<file path="src/rtl/pipe_pkg.sv">
// Shared pipeline definitions: word sizes, control-bundle layout and the
// state encoding of the elastic boundary register.
package pipe_pkg;

    localparam int WORD_LEN        = 32;
    localparam int INSTRUCTION_LEN = 32;

    // Control bundle layout; every stage packs and unpacks through these offsets.
    localparam int CTRL_LEN        = 10;
    localparam int CTRL_MEM_WE_BIT = 0;
    localparam int CTRL_MEM_RE_BIT = 1;
    localparam int CTRL_RF_WE_BIT  = 2;
    localparam int CTRL_WB_SEL_LSB = 3;
    localparam int CTRL_WB_SEL_W   = 2;
    localparam int CTRL_ALU_OP_LSB = 5;
    localparam int CTRL_ALU_OP_W   = 5;

    // Bubble: every enable inactive.
    localparam logic [CTRL_LEN-1:0] CTRL_NOP = 10'b00_0000_0000;

    typedef enum logic [1:0] {
        ST_EMPTY = 2'b00,
        ST_ONE   = 2'b01,
        ST_FULL  = 2'b11
    } skid_state_e;

    function automatic skid_state_e skid_state(input logic main_v, input logic skid_v);
        case ({skid_v, main_v})
            2'b01:   return ST_ONE;
            2'b11:   return ST_FULL;
            default: return ST_EMPTY;
        endcase
    endfunction

endpackage

</file>
<file path="src/rtl/pipe_stage_skid_sat_counter.sv">
// Saturating up-counter with synchronous clear; shared by the performance
// counters of the pipeline.
module sat_counter #(
    parameter int W = 16
) (
    input  logic         clk,
    input  logic         rst,
    input  logic         inc,
    input  logic         clr,
    output logic [W-1:0] count
);

    logic [W-1:0] count_q;
    logic [W-1:0] count_d;

    // Next count: clear wins, otherwise step until all ones and stick there.
    always_comb begin
        count_d = count_q;
        if (clr) begin
            count_d = {W{1'b0}};
        end else if (inc && (count_q != {W{1'b1}})) begin
            count_d = count_q + W'(1);
        end else begin
            count_d = count_q;
        end
    end

    // Counter register.
    always_ff @(posedge clk or posedge rst) begin
        if (rst) begin
            count_q <= {W{1'b0}};
        end else begin
            count_q <= count_d;
        end
    end

    assign count = count_q;

endmodule

</file>
<file path="src/rtl/pipe_stage_skid.sv">
// Elastic pipeline boundary register: main entry drives the outputs, a skid
// entry absorbs the one extra beat that arrives while in_ready is registered.
module pipe_stage_skid
    import pipe_pkg::*;
#(
    parameter int DATA_W      = 64,
    parameter int CTRL_W      = 10,
    parameter int STALL_CNT_W = 16
) (
    input  logic                   clk,
    input  logic                   rst,
    input  logic                   flush,
    input  logic                   in_valid,
    output logic                   in_ready,
    input  logic [DATA_W-1:0]      in_data,
    input  logic [CTRL_W-1:0]      in_ctrl,
    output logic                   out_valid,
    input  logic                   out_ready,
    output logic [DATA_W-1:0]      out_data,
    output logic [CTRL_W-1:0]      out_ctrl,
    output logic [STALL_CNT_W-1:0] stall_cnt
);

    localparam logic [CTRL_W-1:0] NOP_C = CTRL_W'(CTRL_NOP);

    logic              main_valid_q, main_valid_d;
    logic [DATA_W-1:0] main_data_q,  main_data_d;
    logic [CTRL_W-1:0] main_ctrl_q,  main_ctrl_d;
    logic              skid_valid_q, skid_valid_d;
    logic [DATA_W-1:0] skid_data_q,  skid_data_d;
    logic [CTRL_W-1:0] skid_ctrl_q,  skid_ctrl_d;
    logic              in_ready_q,   in_ready_d;

    logic        acc_s;
    logic        pop_s;
    skid_state_e state_s;

    assign acc_s   = in_valid & in_ready_q;
    assign pop_s   = main_valid_q & out_ready;
    assign state_s = skid_state(main_valid_q, skid_valid_q);

    // Next-state of both entries; any path that empties main also zeroes its ctrl.
    always_comb begin
        main_valid_d = main_valid_q;
        main_data_d  = main_data_q;
        main_ctrl_d  = main_ctrl_q;
        skid_valid_d = skid_valid_q;
        skid_data_d  = skid_data_q;
        skid_ctrl_d  = skid_ctrl_q;
        if (flush) begin
            main_valid_d = 1'b0;
            skid_valid_d = 1'b0;
            main_ctrl_d  = NOP_C;
            skid_ctrl_d  = NOP_C;
        end else begin
            case (state_s)
                ST_EMPTY: begin
                    if (acc_s) begin
                        main_valid_d = 1'b1;
                        main_data_d  = in_data;
                        main_ctrl_d  = in_ctrl;
                    end else begin
                        main_valid_d = 1'b0;
                    end
                end
                ST_ONE: begin
                    case ({acc_s, pop_s})
                        2'b11: begin
                            main_data_d = in_data;
                            main_ctrl_d = in_ctrl;
                        end
                        2'b10: begin
                            skid_valid_d = 1'b1;
                            skid_data_d  = in_data;
                            skid_ctrl_d  = in_ctrl;
                        end
                        2'b01: begin
                            main_valid_d = 1'b0;
                            main_ctrl_d  = NOP_C;
                        end
                        default: begin
                            main_valid_d = 1'b1;
                        end
                    endcase
                end
                ST_FULL: begin
                    // in_ready is low here, so only a pop can move state.
                    if (pop_s) begin
                        main_data_d  = skid_data_q;
                        main_ctrl_d  = skid_ctrl_q;
                        skid_valid_d = 1'b0;
                    end else begin
                        skid_valid_d = 1'b1;
                    end
                end
                default: begin
                    main_valid_d = 1'b0;
                    skid_valid_d = 1'b0;
                    main_ctrl_d  = NOP_C;
                    skid_ctrl_d  = NOP_C;
                end
            endcase
        end
        in_ready_d = ~skid_valid_d;
    end

    // Entry registers and the registered ready.
    always_ff @(posedge clk or posedge rst) begin
        if (rst) begin
            main_valid_q <= 1'b0;
            main_data_q  <= {DATA_W{1'b0}};
            main_ctrl_q  <= NOP_C;
            skid_valid_q <= 1'b0;
            skid_data_q  <= {DATA_W{1'b0}};
            skid_ctrl_q  <= NOP_C;
            in_ready_q   <= 1'b1;
        end else begin
            main_valid_q <= main_valid_d;
            main_data_q  <= main_data_d;
            main_ctrl_q  <= main_ctrl_d;
            skid_valid_q <= skid_valid_d;
            skid_data_q  <= skid_data_d;
            skid_ctrl_q  <= skid_ctrl_d;
            in_ready_q   <= in_ready_d;
        end
    end

    sat_counter #(
        .W (STALL_CNT_W)
    ) u_stall_cnt (
        .clk   (clk),
        .rst   (rst),
        .inc   (main_valid_q & ~out_ready),
        .clr   (1'b0),
        .count (stall_cnt)
    );

    assign in_ready  = in_ready_q;
    assign out_valid = main_valid_q;
    assign out_data  = main_data_q;
    assign out_ctrl  = main_ctrl_q;

endmodule

</file>
<file path="config.mk">
export PLATFORM = sky130hd
export DESIGN_NAME = pipe_stage_skid
export DESIGN_NICKNAME = d
export VERILOG_FILES = /design/src/rtl/pipe_pkg.sv /design/src/rtl/pipe_stage_skid_sat_counter.sv /design/src/rtl/pipe_stage_skid.sv
export SDC_FILE = /design/constraint.sdc
export NUM_CORES = 1
export LEC_CHECK = 0
export CAP_MARGIN = 40
export CORE_MARGIN = 3
export CORE_UTILIZATION = 50
export DETAILED_ROUTE_END_ITERATION = 7
export PLACE_DENSITY_LB_ADDON = 0.15
export SETUP_SLACK_MARGIN = 0.02
export SLEW_MARGIN = 20
export SYNTH_ARGS = -nofsm -noshare
export SYNTH_HDL_FRONTEND = slang
export SYNTH_SLANG_ARGS = --single-unit
</file>
<file path="constraint.sdc">
create_clock -name clk -period 8 [get_ports clk]
set_clock_uncertainty 0.1 [all_clocks]
set_input_delay 2 -clock clk [delete_from_list [all_inputs] [get_ports clk]]
set_output_delay 2 -clock clk [all_outputs]
set_load 0.005 [all_outputs]
</file>
[Yosys cells after proc, flatten, opt, wreduce, memory -nomap -nowiden]
Index checks and enable logic that the tools add are counted.
Word-level totals
  register bits: 167
  output and inout port bits: 92
  bits of input ports: 79
Operators by class
  bitwise logic cells: 6
  mux-type cells: 21
  add/subtract/negate cells: 1
  equal/unequal tests: 18
  reduce and logical (&&, ||, !) cells: 10
Operators with widths (number)
  two-way mux 64 bit: 3
  case mux 64 bit (3 select lines): 1
  two-way mux 10 bit: 5
  case mux 10 bit (2 select lines): 2
  case mux 10 bit (3 select lines): 1
  adder 16 x 1 -> 16 bit, second input constant: 1
  != test 16 bit, second input constant: 1
  != test 3 bit, second input constant: 4
  equality test 2 bit, second input constant: 4
  equality test 2 x 1 -> 1 bit, second input constant: 3
  != test 2 bit, second input constant: 3
  case mux 1 bit (3 select lines): 2
  AND reduction 3 bit: 2
  two-way mux 1 bit: 5
  AND reduction 5 bit: 1
  != test 2 x 1 -> 1 bit, second input constant: 2
  != test 4 x 2 -> 1 bit, second input constant: 1
  case mux 2 bit (2 select lines): 1
  AND reduction 2 bit: 2
  OR reduction 2 bit: 2
  AND 1 bit: 3
  inverter 1 bit: 3
  nonzero test 3 bit: 1
  logical NOT 2 bit: 1
  other kinds (2): 2

[Longest topological paths before layout]
  word-level depth: 6
  gate-level depth with buffers: 7
  depth with buffers taken out: 5

[Cells and area by module]
Synthesis repeated with hierarchy kept, for this count alone.
Unflattened totals
  cells, all modules: 551
  area total of the unflattened synthesis: 7548.5 sq um
Modules (own cells, without submodules)
  pipe_stage_skid: seq. area each 3779.9 sq um, times used 1, area an instance 6616.3 sq um, cells each 450
  sat_counter: seq. area each 400.4 sq um, times used 1, area an instance 932.1 sq um, cells each 101

[Worst setup path before layout]
No wires, ideal clock.
  path type: input to register
  start point: input out_ready
  end point: register skid_data_q[0]
  arrival: 3352 ps
  setup slack: 4423 ps
  data required time: 7775 ps
  buffers on the path: 2
  cell stages on the path: 6
  cells stage by stage: nand2b_4 buf_6 or3_4 nor2_8 buf_12 mux2_4
On the way
  cells in the longest elaborated chain, start to end: 3
Ends and longest elaborated chain
  start, declared: RTL line pipe_stage_skid.sv:18  | input logic out_ready,
  AND 1 bit: RTL line pipe_stage_skid.sv:39  | assign pop_s = main_valid_q & out_ready;
  equality test 2 bit: RTL line pipe_stage_skid.sv:67  | case ({acc_s, pop_s})
  AND reduction 3 bit (no source line)
  end signal, assigned: RTL line pipe_stage_skid.sv:114  | skid_data_q <= {DATA_W{1'b0}};
  end signal, assigned: RTL line pipe_stage_skid.sv:122  | skid_data_q <= skid_data_d;
  end, declared: RTL line pipe_stage_skid.sv:30  | logic [DATA_W-1:0] skid_data_q, skid_data_d;
No other way between the ends.
A chain may end at the register's enable or synchronous reset.

[Final worst setup path]
  start point: input out_ready
  end point: register skid_data_q[61]
The elaborated chain is that of the path after synthesis.

==> results.ini <==
[status]
status = complete, no violations

[worst_hold_path]
min_path_cells = 1
min_from = u_stall_cnt.count[8]$_DFFE_PP0P_
hold_end = u_stall_cnt.count[8]$_DFFE_PP0P_
min-delay-path-class = register to register

[global_routing]
grt_first_pass_wirelength_um = 27320
grt_max_degree = 80
globalRoute.totalOverflow = 0
grt_usage = 0.2114
antenna_found_initial = 0
grt_pass1_vias = 5412

[sta]
setup_ws_ps = 3290
timing.fmax_mhz = 212.3
slew_headroom = 0.4515
fin_setup_tns_ps = 0
finalCriticalPeriod_ps = 4710
hold_violations = 0
setup-violations-final = 0
slew_viol_final = 0
final.period_utilization = 0.5887
worst_pin_slew_ps = 820.2
rsz0062_at_grt = no

[setup_path]
r2r-start = out_valid$_DFFE_PP0P_
r2r_cells = 5
cp.arrival_ps = 4900
end_kind = register
cpPeakStageDelay_ps = 680
worst_r2r_endpoint = skid_data_q[61]$_DFFE_PP0P_
start_kind = input pin
cp.depth = 6
r2r_slack_ps = 4940
crit_slowest_cell = buf_4
worst_ep_required_time_ps = 8190
cp_cell_sequence = clkdlybuf4s50_1 > nand2b_4 > or3_4 > nor2_8 > buf_4 > mux2_2
crit_family = simple AND/OR/NAND/NOR gates
critical_path_class = input pin to register
critPathMaxFanout = 38
path_buf_inv = 2

[final_layout]
drive_gt1_frac = 0.1402
syn_to_final_growth_pct = 32.93
layout.nets = 887
num-fill-cells = 1024
n_antenna_cell = 0
final-instance-count-excl-fill = 1000

[synthesis]
syn-mean-instance-area_sq_um = 11.22
synth_top_family_by_area = simple AND/OR/NAND/NOR gates
synth_simple_gate_area_share = 0.1464
syn_inst = 652
yosys-top-cells-area = dfrtp_1, mux2_4, nand2_1
synth_cell_type_count = 36
synthMuxAreaShare = 0.1308
seq_area_frac_synth = 0.5713
ys_warn_count = 0
ys.flop_type = dfrtp_1
synth_seq_cells = 167
synth_adder_area_share = 0.001710
yosys.area.top_type = dfrtp_1
synthesis.nets = 732
synthTopCellsByCount = dfrtp_1, nand2_1, nor2_1
synth_edf_count = 0
synth_top_area_frac = 0.5677
synth_area_sq_mm = 0.007317
synth_compound_area_frac = 0.09610
synth_xor_area_frac = 0.01436
yosysMostFrequentCell = dfrtp_1
async_reset_ff_frac = 1.000

[floorplan]
start_util = 0.5191
die-area_sq_mm = 0.01612
core.rowCount = 43
core_area_sq_mm = 0.01410
die_w_um = 127.0
die_y_um = 127.0
io_pins = 171

[clocking]
numCtsBuffers = 17
clockRootBuffer = clkbuf_16
cts_buffer_depth = 2
cts_setup_buffers = 0
cts_max_level = 4
cts_tree = built
cts.sinks = 167
ctsHoldBuffers = 0
path_clk_slew_ps = 60
post_cts_resized = 0
clock_latency_ps = 420

[routing]
vias_per_cell = 5.422
drt_iter0_drc = 439
vias = 5422
drc = 0
drtAntennaViolNets = 0
wire_per_inst_um = 16.85
wl_um = 16850
detail_route.first_pass.iterations = 5

[flow_run]
maxCapViolCount = 0

[pwr]
power.density_mw_per_mm2 = 259.9
total_power_mw = 2.528
ir_drop_mv = 0.1704
p_leak_nw = 4.266

[place]
hpwl_um = 11190
dp_cells = 968
portBuffers = 170
place_ws_ps = 2865
gp_congestion = 0.7850

final cells by class:
class,instances,area (sq um),share of cell area
well taps,180,225.2,0.02315
clock inverters,13,227.7,0.02341
multi-input cells,440,2865,0.2946
repair buffers,178,1779,0.1829
flip-flops and latches,167,4180,0.4298
inverters,3,16.27,0.001672
clock buffers,19,432.9,0.04451
cells by family after synthesis:
group	after synthesis
DFF	167
buffers and inverters	45
xor gates and xnor gates	12
muxes	65
adders and majority gates	1
and+or+nand+nor	255
AOI/OAI and AO/OA	107
metrics by stage:
stage / cell area (sq um) / util / hold WS [ps]
2_1_floorplan: 7317 / - / 380.6
3_3_place_gp: 9034 / 0.6409 / 381.5
3_5_place_dp: 9066 / 0.6432 / 385.8
4_1_cts: 9727 / 0.6900 / 398.3
5_1_grt: 9727 / 0.6900 / 413.8
6_report: 9727 / 0.6900 / 397.6
routing by layer:
metal	vias to the layer above	part of all wire	global-route usage
met5	-	0	0
met4	0	0.020	0.07066
met3	24	0.055	0.05727
met2	147	0.49	0.3325
met1	2704	0.43	0.2868
li1	2547	-	-
where the power goes:
| group | total (mW) | switching [mW] | internal, mW |
|---|---|---|---|
| Clock | 0.911 | 0.327 | 0.584 |
| Sequential | 1.13 | 0.114 | 1.01 |
| Combinational | 0.491 | 0.164 | 0.327 |
| Total | 2.53 | 0.605 | 1.92 |
registers in the layout, indices dropped and copies added (netlist names):
name	count
u_stall_cnt.count	16
out_ctrl	10
skid_ctrl_q	10
out_data	64
out_valid	1
skid_valid_q	1
skid_data_q	64
in_ready	1
cell usage in the layout (no fill, tap or decap), types with 2 or more instances in the layout:
cell type / Yosys / routed
clkbuf_1: 26 / 2
nand3_1: 5 / 5
clkinv_2: 0 / 2
nor4_1: 4 / 4
a31oi_1: 66 / 66
nor4b_1: 3 / 3
nor3_1: 5 / 5
nor2_1: 71 / 71
inv_1: 3 / 2
mux2_2: 5 / 5
a22o_1: 20 / 20
o21a_1: 2 / 2
xor2_1: 11 / 11
mux2_4: 60 / 60
bufinv_16: 0 / 6
nand2_1: 153 / 152
clkbuf_16: 0 / 17
dfrtp_1: 166 / 166
a21oi_1: 15 / 15
or2_2: 3 / 3
clkdlybuf4s50_1: 0 / 170
nand4_1: 4 / 4
buf_4: 1 / 6
clkinvlp_4: 0 / 5
worst max path at each step:
stage	from	to	slack, ps
4_1_cts	out_ready	skid_data_q[61]$_DFFE_PP0P_	3310
6_report	out_ready	skid_data_q[61]$_DFFE_PP0P_	3290
2_1_floorplan	rst	out_ctrl[0]$_DFFE_PP0P_	1380
5_1_grt	out_ready	skid_data_q[63]$_DFFE_PP0P_	3190
3_5_place_dp	out_ready	skid_data_q[61]$_DFFE_PP0P_	2860
3_3_place_gp	out_ready	skid_data_q[61]$_DFFE_PP0P_	2970
No activity file was read; power rests on OpenSTA's default activity.
